==> src/rtl/dds_pkg.sv <==
// Shared definitions for the DDS datapath: widths common to the controller
// and the phase-to-amplitude converter, plus the sweep controller state type.
package dds_pkg;

  localparam int PHASE_W = 10;
  localparam int TW_W    = 10;
  localparam int DWELL_W = 16;

  typedef enum logic [1:0] {
    IDLE = 2'd0,
    RUN  = 2'd1,
    DONE = 2'd2
  } dds_state_e;

endpackage

==> src/rtl/dds_phase_accumulator.sv <==
// Phase accumulator: adds the tuning word every enabled cycle and wraps
// silently at 2^PHASE_W. Clear has priority over enable.
module dds_phase_accumulator #(
  parameter int PHASE_W = dds_pkg::PHASE_W,
  parameter int TW_W    = dds_pkg::TW_W
) (
  input  logic               clk,
  input  logic               reset,
  input  logic               clear,
  input  logic               en,
  input  logic [TW_W-1:0]    inc,
  output logic [PHASE_W-1:0] phase
);

  logic [PHASE_W-1:0] inc_ext;

  assign inc_ext = PHASE_W'(inc);

  // Phase register: clear on sweep start, otherwise accumulate modulo 2^PHASE_W.
  always_ff @(posedge clk or posedge reset) begin
    if (reset) begin
      phase <= '0;
    end else if (clear) begin
      phase <= '0;
    end else if (en) begin
      phase <= phase + inc_ext;
    end
  end

endmodule

==> src/rtl/dds_sweep_controller.sv <==
// DDS sweep controller: holds the sweep configuration, runs the
// IDLE/RUN/DONE sequencer and dwell counter, and steps the tuning word that
// feeds the phase accumulator. Outputs are decodes of registers only.
module dds_sweep_controller #(
  parameter int PHASE_W = dds_pkg::PHASE_W,
  parameter int TW_W    = dds_pkg::TW_W,
  parameter int DWELL_W = dds_pkg::DWELL_W
) (
  input  logic               clk,
  input  logic               reset,
  input  logic               cfg_valid,
  output logic               cfg_ready,
  input  logic [TW_W-1:0]    cfg_start_tw,
  input  logic [TW_W-1:0]    cfg_stop_tw,
  input  logic [TW_W-1:0]    cfg_step,
  input  logic [DWELL_W-1:0] cfg_dwell,
  input  logic               cfg_loop,
  input  logic               start,
  input  logic               stop_req,
  output logic [PHASE_W-1:0] phase,
  output logic               phase_valid,
  output logic [TW_W-1:0]    cur_tw,
  output logic               busy,
  output logic               done
);

  import dds_pkg::*;

  dds_state_e         state_q;
  dds_state_e         state_d;

  logic [TW_W-1:0]    start_tw_r;
  logic [TW_W-1:0]    stop_tw_r;
  logic [TW_W-1:0]    step_r;
  logic [DWELL_W-1:0] dwell_r;
  logic               loop_r;

  logic [DWELL_W-1:0] dwell_cnt;
  logic [TW_W:0]      nxt_tw;
  logic               tw_fits;
  logic               dwell_end;
  logic [TW_W-1:0]    start_tw_sel;

  logic               acc_clear;
  logic               acc_en;
  logic               tw_load;
  logic               tw_adv;
  logic               tw_reload;
  logic               dwell_clr;
  logic               dwell_inc;

  // The extra top bit catches the carry so a wrapped word is never played.
  assign nxt_tw       = {1'b0, cur_tw} + {1'b0, step_r};
  assign tw_fits      = !nxt_tw[TW_W] && (nxt_tw[TW_W-1:0] <= stop_tw_r);
  assign dwell_end    = (dwell_cnt == dwell_r);
  // A config written in the same cycle as start is used by that sweep.
  assign start_tw_sel = cfg_valid ? cfg_start_tw : start_tw_r;

  assign cfg_ready   = (state_q == IDLE);
  assign busy        = (state_q == RUN);
  assign phase_valid = (state_q == RUN);
  assign done        = (state_q == DONE);

  // State register.
  always_ff @(posedge clk or posedge reset) begin
    if (reset) begin
      state_q <= IDLE;
    end else begin
      state_q <= state_d;
    end
  end

  // Next-state and datapath control decode.
  always_comb begin
    state_d   = state_q;
    acc_clear = 1'b0;
    acc_en    = 1'b0;
    tw_load   = 1'b0;
    tw_adv    = 1'b0;
    tw_reload = 1'b0;
    dwell_clr = 1'b0;
    dwell_inc = 1'b0;
    case (state_q)
      IDLE: begin
        if (start) begin
          state_d   = RUN;
          acc_clear = 1'b1;
          tw_load   = 1'b1;
          dwell_clr = 1'b1;
        end
      end
      RUN: begin
        // An abort freezes phase and tuning word and beats a coincident sweep end.
        if (stop_req) begin
          state_d = IDLE;
        end else begin
          acc_en = 1'b1;
          if (dwell_end) begin
            dwell_clr = 1'b1;
            // step = 0 is a fixed tone: the word never advances or ends.
            if (step_r != '0) begin
              if (tw_fits) begin
                tw_adv = 1'b1;
              end else if (loop_r) begin
                tw_reload = 1'b1;
              end else begin
                state_d = DONE;
              end
            end
          end else begin
            dwell_inc = 1'b1;
          end
        end
      end
      DONE: begin
        state_d = IDLE;
      end
      default: begin
        state_d = IDLE;
      end
    endcase
  end

  // Configuration registers, writable only while idle.
  always_ff @(posedge clk or posedge reset) begin
    if (reset) begin
      start_tw_r <= TW_W'(1);
      stop_tw_r  <= TW_W'(1);
      step_r     <= '0;
      dwell_r    <= '0;
      loop_r     <= 1'b0;
    end else if (cfg_ready && cfg_valid) begin
      start_tw_r <= cfg_start_tw;
      stop_tw_r  <= cfg_stop_tw;
      step_r     <= cfg_step;
      dwell_r    <= cfg_dwell;
      loop_r     <= cfg_loop;
    end
  end

  // Dwell counter: counts RUN cycles spent on the current tuning word.
  always_ff @(posedge clk or posedge reset) begin
    if (reset) begin
      dwell_cnt <= '0;
    end else if (dwell_clr) begin
      dwell_cnt <= '0;
    end else if (dwell_inc) begin
      dwell_cnt <= dwell_cnt + 1'b1;
    end
  end

  // Tuning word: load on start, then advance or reload at each dwell end.
  always_ff @(posedge clk or posedge reset) begin
    if (reset) begin
      cur_tw <= '0;
    end else if (tw_load) begin
      cur_tw <= start_tw_sel;
    end else if (tw_adv) begin
      cur_tw <= nxt_tw[TW_W-1:0];
    end else if (tw_reload) begin
      cur_tw <= start_tw_r;
    end
  end

  dds_phase_accumulator #(
    .PHASE_W (PHASE_W),
    .TW_W    (TW_W)
  ) u_phase_acc (
    .clk   (clk),
    .reset (reset),
    .clear (acc_clear),
    .en    (acc_en),
    .inc   (cur_tw),
    .phase (phase)
  );

endmodule

==> config.mk <==
export PLATFORM = sky130hd
export DESIGN_NAME = dds_sweep_controller
export DESIGN_NICKNAME = d
export VERILOG_FILES = /design/src/rtl/dds_pkg.sv /design/src/rtl/dds_phase_accumulator.sv /design/src/rtl/dds_sweep_controller.sv
export SDC_FILE = /design/constraint.sdc
export NUM_CORES = 1
export LEC_CHECK = 0
export ABC_CLOCK_PERIOD_IN_PS = 3600
export BUFFER_PORTS_ARGS = -buffer_cell sky130_fd_sc_hd__buf_2
export CORE_MARGIN = 2
export CORE_UTILIZATION = 45
export CTS_CLUSTER_SIZE = 24
export DETAILED_ROUTE_END_ITERATION = 10
export GPL_TIMING_DRIVEN = 0
export PLACE_DENSITY = 0.79
export SETUP_SLACK_MARGIN = 0.1
export SKIP_LAST_GASP = 1
export SLEW_MARGIN = 10
export SYNTH_ARGS = -nofsm -noshare
export SYNTH_HDL_FRONTEND = slang
export SYNTH_SLANG_ARGS = --single-unit
==> constraint.sdc <==
create_clock -name clk -period 3.6 [get_ports clk]
set_input_delay 0.18 -clock clk [delete_from_list [all_inputs] [get_ports clk]]
set_output_delay 0.18 -clock clk [all_outputs]
set_load 0.05 [all_outputs]
==> qor.txt <==
clock transition at the registers of the reported paths = 0.09 ns
violated checks = negative setup slack
final hold vios = 0
final wirelength = 11500 µm
wire length per cell = 16.4 µm
Die Ht = 107 µm
Setup CP Type = reg2reg
Initial Util = 46.1%
fmax = 254 MHz
antenna violations before repair = 1
WP buf/inv = 2
CP cell instances = ha_4, inv_2, fa_2, nand3b_1, a21oi_2, o21ai_1, nand2b_1, a21oi_2, xnor2_2, ha_1, nand4_1, inv_1, a2111o_1, a221oi_2, and4_4, nor2_1, a21o_1, mux2_4
async set-reset flop share out of synthesis = 100%
Nets = 643
largest net degree at the start of global routing = 52
Comb power frac = 50.2%
clock tree buffer depth = 2
DR pass1 iterations = 4
total CTS buffers = 9
synthesis-stage register bit count = 85
CTS tree = yes
# diodes = 0
Post-synth EDFFs = 0
Worst slew margin = 54.1%
site row count = 37
Min Clock Period, post-route = 3.94 ns
Clock Latency Late Sink = 0.37 ns
ys flop type = dfrtp_1
critical path peak fanout = 4
Sw Share = 41.6%
post-route ant nets = 0
Design Power = 4410 µW
synthesized area = 4740 µm²
most frequent cells in the layout = dfrtp_1 (77), buf_2 (75), nor2_1 (38), mux2_2 (38), nand2_1 (34)
CTS Sinks = 85
Max H-tree Level = 3
CP Capture Type = register
sw power = 1840 µW
Final Max Tran Viols = 0
post-route setup TNS = -3.18 ns
Starting DRT DRC Count = 223
Hold WC Path Type = in2reg
CORE AREA = 10300 µm²
post-route cell area = 5830 µm²
Pleak = 0.00261 µW
first-pass GRT wire length = 19000 µm
worst slack at placement = -0.419 ns
DRC = 0
routability cong. = 0.862
DIE AREA = 11400 µm²
Worst IR Drop VDD = 0.339 mV
syn_nets = 542
Int Pwr = 2580 µW
pwr/cell area = 757 nW/µm²
Die X = 107 µm
most common cell after layout, fill and taps aside = dfrtp_1
fillers = 883
CTS root buf = clkbuf_8
Top Family by Delay on Critical Path = compound AO/OA/AOI/OAI gates
FF/Latch Area = 2140 µm²
final worst setup slack = -0.341 ns
area of the multi-input gates = 2550 µm²
Overall Global Routing Usage = 21.3%
vias per cell = 5.36
MaxCap Viol Count = 0
type of origin of the critical path = register
critical path arrival = 4.20 ns
vias in the first global route = 3921
Boundary Pins = 76
Syn-to-layout area delta = 23.0%
share of cells above drive strength 1 = 33.3%
fin crit share = 109%
Clk network pwr share = 18.6%
Crit path required time = 3.86 ns
Worst-Margin Slew = 0.688 ns
Reg power frac = 31.1%
Critical Path Max Stage Delay = 0.43 ns
Warnings, synthesis = 0
setup violators final = 10
sequential area share after synthesis = 44.9%
slowest stage cell, crit path = dfrtp_1
placed instance area = 5350 µm²
Most Frequent Cell on Critical Path = a21oi_2
Synth cell types = 46
hold_ws = 0.0169 ns
Congestion Overflow GR = 0
DP HPWL = 8360 µm
Buffers on Ports = 75
routed via count = 3754
outcome = finished with violations
Gate Count Post-Synth = 458
syn_area_per_cell = 10.4 µm²
clk_skew = 0.0128 ns
unrepaired setup endpoints after global routing = yes
routing by layer:
layer,vias to the layer above,wire (µm),GRT usage (%)
li1,1814,-,-
met5,-,0,0
met2,101,5360,33.6
met3,28,496,3.22
met1,1811,5260,28.8
met4,0,364,10.4
through the flow:
| step | util (%) | cells |
|---|---|---|
| floorplan | - | 458 |
| detailed placement | 52.1 | 670 |
| finish | 56.7 | 700 |
| CTS | 56.3 | 699 |
| global placement | 51.8 | 669 |
| global route | 56.7 | 700 |
Yosys cell counts, drive strengths merged (8+ instances only):
master	instances	area [µm²]
dfrtp	83	2080
nor2	41	154
mux2	40	454
nand2	34	128
xnor2	32	280
ha	30	375
o21ai	30	161
inv	29	109
a21oi	18	90.1
clkbuf	9	33.8
a21o	8	60.1
or3	8	50.1
kinds of logic (layout without fill, tap and decap cells):
family / Yosys count / after routing / share of synthesized area (%)
mux: 41 / 41 / 9.79
compound gates: 93 / 93 / 13.2
buf+inv: 44 / 150 / 3.88
xor+xnor: 36 / 36 / 6.65
fa+ha+maj: 32 / 32 / 8.76
flops: 85 / 85 / 44.9
simple gates: 127 / 127 / 12.8
worst reg2reg max path, cell delays in order, from the launching register on:
cell and delay [ns]:
dfrtp_1 0.43, ha_4 0.16, inv_2 0.03, fa_2 0.35, nand3b_1 0.20, a21oi_2 0.20
o21ai_1 0.08, nand2b_1 0.08, a21oi_2 0.07, xnor2_2 0.21, ha_1 0.28, nand4_1 0.15
inv_1 0.06, a2111o_1 0.41, a221oi_2 0.36, and4_4 0.32, nor2_1 0.06, a21o_1 0.15
mux2_4 0.25
area by class of cell:
class                      count  area share, %
multi-input combinational    329           43.7
sequential                    85           36.7
timing repair buffer          90           9.31
tap                          136           2.92
clock buffer                  12           2.49
inverter                      29           1.91
clock inverter                 4           1.63
buffer                        15           1.35
power by group through the flow:
stage                     Clock, µW  Sequential (µW)  Combinational, µW
final                           822             1370               2220
after global placement            0             1380               1930
after CTS                       829             1370               2170
after global routing            870             1400               2430
after detailed placement          0             1390               2020
after floorplan                   0             1620               1290
flip-flops by register name, indices dropped and copies added, names as in the netlist:
name / cells
loop_r: 1
cur_tw: 10
stop_tw_r: 10
dwell_cnt: 16
state_q: 2
dwell_r: 16
start_tw_r: 10
u_phase_acc.phase: 10
step_r: 10
timing repair:
action                     4_1_cts  5_1_grt
gates resized for setup         21        7
hold buffers                     1        0
gates cloned                     1        0
hold endpoints to repair        32        0
pin swaps                       19       13
buffers inserted                11        1
setup endpoints to repair       12       12
final timing paths:
kind | startpoint | end | slack (ns) | cells past startpoint
min reg2reg | start_tw_r[2] | start_tw_r[2] | 0.51 | 1
max in group asynchronous | reset | cur_tw[0] | 2.61 | 4
max reg2reg | step_r[0] | cur_tw[9] | -0.34 | 18
min | cfg_stop_tw[3] | stop_tw_r[3] | 0.02 | 3
max | step_r[0] | cur_tw[9] | -0.34 | 18
min in group asynchronous | reset | stop_tw_r[9] | 0.38 | 3
Note: power is estimated with default switching activity, not from simulation.
